## src/rtl/adder_cum_sub.sv

```systemverilog
// Registered add/subtract slice built on a ripple-carry full-adder chain.
// cin selects the mode: 0 = i + j, 1 = i - j computed as i + ~j + 1.
// o and cout are registered; cout is the raw carry (1 = no borrow when subtracting).
module adder_cum_sub #(
  parameter int unsigned WIDTH = 4
) (
  output logic [WIDTH-1:0] o,
  output logic             cout,
  input  logic [WIDTH-1:0] i,
  input  logic [WIDTH-1:0] j,
  input  logic             cin,
  input  logic             clk,
  input  logic             rst
);

  logic [WIDTH-1:0] jb;
  logic [WIDTH-1:0] sum_d;
  logic [WIDTH:0]   carry;

  // Condition operand B for the selected mode, then ripple the carry through the chain.
  always_comb begin
    jb       = j ^ {WIDTH{cin}};
    sum_d    = '0;
    carry    = '0;
    carry[0] = cin;
    for (int k = 0; k < WIDTH; k++) begin
      sum_d[k]     = i[k] ^ jb[k] ^ carry[k];
      carry[k+1]   = (i[k] & jb[k]) | (carry[k] & (i[k] ^ jb[k]));
    end
  end

  // Result register; reset wins over the data load and discards the in-flight result.
  always_ff @(posedge clk) begin
    if (rst) begin
      o    <= '0;
      cout <= 1'b0;
    end else begin
      o    <= sum_d;
      cout <= carry[WIDTH];
    end
  end

endmodule

```

## config.mk

```make
export PLATFORM = sky130hd
export DESIGN_NAME = adder_cum_sub
export DESIGN_NICKNAME = d
export VERILOG_FILES = /design/src/rtl/adder_cum_sub.sv
export SDC_FILE = /design/constraint.sdc
export NUM_CORES = 1
export LEC_CHECK = 0
export CAP_MARGIN = 5
export CORE_AREA = 2 2 39 41
export DETAILED_ROUTE_END_ITERATION = 10
export DIE_AREA = 0 0 41 43
export DONT_BUFFER_PORTS = 1
export RECOVER_POWER = 25
export SLEW_MARGIN = 0
export SYNTH_ARGS = -nofsm -noshare
export SYNTH_HDL_FRONTEND = slang
export SYNTH_SLANG_ARGS = --single-unit
```

## constraint.sdc

```tcl
create_clock -name clk -period 2.5 [get_ports clk]
set_input_delay 0.625 -clock clk [delete_from_list [all_inputs] [get_ports clk]]
set_output_delay 0.625 -clock clk [all_outputs]
set_load 0.1 [all_outputs]
```

# Word level (Yosys, flattened, before mapping)
# Cells that the tools add are included.
[word_totals]
elab_cells = 23
output_inout_bits = 5
regBits = 5
input_bits = 11
[op_classes]
bitwise = 21
[op_table]
columns = ["operator", "n"]
rows = [
  ["$and A1 B1 Y1", 8],
  ["$xor A1 B1 Y1", 8],
  ["$or A1 B1 Y1", 4],
  ["$xor A4 B4 Y4", 1],
]

# Longest topological paths before layout
[logic_depth]
depth_word = 10
ltp_mapped = 7
mapped_depth_nobuf = 7

# Least setup slack after synthesis
# Ideal clock, no wire load.
[synth_path]
path_kind = "input to register"
startpoint = "input port j[0]"
endpoint = "register o[3]"
required_ns = 2.386
setup_slack_ns = 0.308
setup_ns = 0.114
cell_stages = 7
path_buffers = 0
arrival_ns = 2.079
path_cell_list = "mux2_2 fa_1 inv_1 fa_1 inv_1 fa_1 nor2b_1"
[synth_between]
elab_chain_cells = 9
elab_cells_between_ends = 10
cone_classes = "10 x bitwise"
[synth_rtl]
columns = ["item", "line", "rtl"]
rows = [
  ["from (decl)", "10", "input logic [WIDTH-1:0] j,"],
  ["$xor A4 B4 Y4 *", "22", "jb = j ^ {WIDTH{cin}};"],
  ["$xor A1 B1 Y1", "28", "carry[k+1] = (i[k] & jb[k]) | (carry[k] & (i[k] ^ jb[k]));"],
  ["$and A1 B1 Y1", "28", ""],
  ["$or A1 B1 Y1 *", "28", ""],
  ["$and A1 B1 Y1 *", "28", ""],
  ["$or A1 B1 Y1 *", "28", ""],
  ["$and A1 B1 Y1 *", "28", ""],
  ["$or A1 B1 Y1 *", "28", ""],
  ["$xor A1 B1 Y1 *", "27", "sum_d[k] = i[k] ^ jb[k] ^ carry[k];"],
  ["net sum_d[3]", "17", "logic [WIDTH-1:0] sum_d;"],
  ["to (signal assigned)", "38", "o <= sum_d;"],
  ["to (decl)", "7", "output logic [WIDTH-1:0] o,"],
]
# The timed path passes the listed nets; every way through them passes the cells marked *.
# A chain may end at the register's enable or synchronous reset.

# Worst setup path after layout
# Ends and elaborated chain as after synthesis.

==> run summary <==
The run finished with clean final reports. Root buffer cell: clkbuf_4. TritonCTS built the clock tree. At the placement stage, the worst setup path has a slack of 0.252 ns.

Number of global-route vias before repair: 172. The run gives 0 as the number of gates resized after CTS. The worst setup path is captured at a register. Global routing finished with a remaining overflow of 0. In this design, the stage delay of the slowest critical-path cell is 0.41 ns. Net switching is 41.3% of the power.

The netlist uses 8 different library cells. For the maximum level of the CTS H-tree, the log shows 1. The logs give 6.16% for the total routing usage reported by global routing and 29.3% for the part of the total power dissipated in the clock network.

On the critical path the largest part of the delay comes from adder cells. At the worst endpoint, the required time is 2.63 ns. The total area inside the core boundary comes to 1380 um^2.

After clock tree synthesis, the clock-pin slew on the worst setup and hold paths is 0.04 ns. Input and output buffers added on the ports amount to 0. The worst setup path is launched from an input port. The run gives 133 um^2 as the multi-input logic area.

The tools report the I/O pin total as 16. The floorplan step defined a die boundary enclosing 1760 um^2. The number of non-filler instances in the completed layout was 46; the worst slew margin relative to its limit was 81.6%. The tools report the final setup TNS as 0 ns. For this design the ratio of total power to cell area is 937 nW/um^2. Buffers inserted during clock tree synthesis total 3. Class of the most critical setup path: input port to register. Sequential cells burn 30.4% of the power.

After detailed routing, the total wire length is 404 um. The number of routed nets with antenna violations came out at 0. The register bit count reported by yosys works out to 5.

Number of instances in the placed design: 42. The number of buffers and inverters on the critical path is 2. In the layout the commonest cells are dfxtp_1 (5), buf_4 (5). The post-synthesis to final-layout area growth is 34.4%.

The tools report the combinational cell fraction of total power as 40.3%. Setup repair after global routing left no endpoint under its margin. The highest net fanout along the worst path works out to 2. The die is 41 um wide.

For the post-synth net total, the log shows 35. The slew of the pin with the lowest slew margin works out to 0.278 ns. The slowest stage of the critical path belongs to the cell fa_1. In the final layout, flip-flops and latches occupy 100 um^2. Of the cells placed in the final design, the portion with a size suffix greater than 1 is 30.0%. Once the floorplan was initialized, standard cells occupied 17.6% of the core.

In this run the static leakage power is 0.147 nW. The initial antenna violation count was 0; the clock period minus worst slack was 1.99 ns. The clock net in this run drives a total of 5 sinks. The cell count after synthesis came out at 21. The filler cell count is 156. The most numerous cell type found on the critical path is fa_1. The final number of hold-violating endpoints was 0. The worst-case IR drop observed on VDD is 0.000131 V.

The first TritonRoute pass finished after 2 iterations. For the worst setup margin, the log shows 0.507 ns. Traced cell by cell, the critical path runs through mux2_2 -> fa_1 -> inv_1 -> fa_1 -> inv_1 -> fa_1 -> nor2b_1. For the largest net degree at the start of global routing, the log shows 6. Measured along the y axis, the die boundary spans 43 um.

The count of routing violations after the opening detailed-route iteration was 1. For this run, the top clock speed supported by timing is 0.502 GHz. The final critical path takes up 79.7% of the cycle.

In the routed design, unresolved DRC markers number 0. The max-slew violation count is 0. In the routed layout, each cell is associated on average with a via count of 3.30. The repair_antennas step left the layout with diodes totalling 0. The number of max-cap violations is 0. The routed design uses 222 um of met2 wire. The class of the tightest hold or removal check is input port to register. Averaged over all synthesized cells, the footprint is 11.6 um^2.

The logs give 0 for the final count of negative-setup-slack endpoints and 152 for the overall via count from detail_route. The design internal power was 0.000180 W. The area of the mapped netlist came out at 244 um^2. Summed over all nets, the switching power comes to 0.000127 W.

Data on the critical path arrives at its endpoint at 2.12 ns. The longest clock path from root to sink contains 2 buffers. During synthesis, Yosys emitted a total of 0 warnings. The highest layer touched by signal routing is met3. The row count was 14; the first-pass GRT wire length was 648 um. The met3 routed wirelength was 61 um; the hold buffer count at CTS was 0. Post-CTS timing repair inserted 0 buffers for setup.

Dividing the detail-routed wire length by the instance count gives 8.78 um. Summing the sequential cell areas from Yosys gives 41.0% of the chip area. The tools report the post-layout net count as 45. At the end of routability-driven placement, the weighted congestion stood at 0.518. In the final routing, the length of wire on met1 measures 120 um.
[layer usage]
metal	global-route usage, %	up-vias
li1	-	78
met1	4.90	63
met2	9.38	11
met3	2.09	0
met4	8.00	0
met5	0	-
[flip-flops by register name (all words and copies together) (netlist names)]
signal / cells
o: 4
cout: 1
[area by class of cell]
class | count | share of cell area [%]
clock buffer | 4 | 8.02
inverter | 3 | 3.44
multi-input combinational | 13 | 40.5
sequential | 5 | 30.5
tap | 16 | 6.11
timing repair buffer | 5 | 11.5
[power by group through the flow]
stage | Combinational (W) | Sequential [W] | Clock, W
after floorplan | 0.0000237 | 0.000174 | 0
after global placement | 0.000123 | 0.0000946 | 0
after detailed placement | 0.000126 | 0.0000948 | 0
after CTS | 0.000126 | 0.0000934 | 0.0000946
after global routing | 0.000135 | 0.0000941 | 0.0000966
final | 0.000124 | 0.0000933 | 0.0000900
[per-stage QoR]
| stage | hold slack, ns | util, % | total power (W) | cell area (um^2) |
|---|---|---|---|---|
| global placement | 0.696 | 21.8 | 0.000218 | 302 |
| detailed placement | 0.695 | 21.8 | 0.000220 | 302 |
| floorplan | 0.692 | - | 0.000198 | 244 |
| CTS | 0.442 | 23.7 | 0.000314 | 328 |
| global route | 0.446 | 23.7 | 0.000326 | 328 |
| finish | 0.450 | 23.7 | 0.000307 | 328 |
[path summary, 6_finish.rpt]
| check | endpoint | slack (ns) | cells after the start | from |
|---|---|---|---|---|
| worst min-delay path | o[2] | 0.45 | 1 | rst |
| worst max-delay path | o[3] | 0.51 | 7 | j[0] |
[Yosys cell counts]
master	instances	share of area (%)
xnor2_1	2	7.2
nor2b_1	3	7.7
dfxtp_1	5	41
inv_1	3	4.6
fa_1	3	25
xor2_1	2	7.2
nor2_1	2	3.1
mux2_2	1	4.6
[cell families after synthesis]
family | count (synthesis) | share of synthesized area [%]
buffers and inverters | 3 | 4.62
adder cells (fa/ha/maj) | 3 | 24.6
AND/OR/NAND/NOR | 5 | 10.8
flip-flops | 5 | 41.0
multiplexers | 1 | 4.62
XOR/XNOR | 4 | 14.4
(Power assumes the default switching activity.)
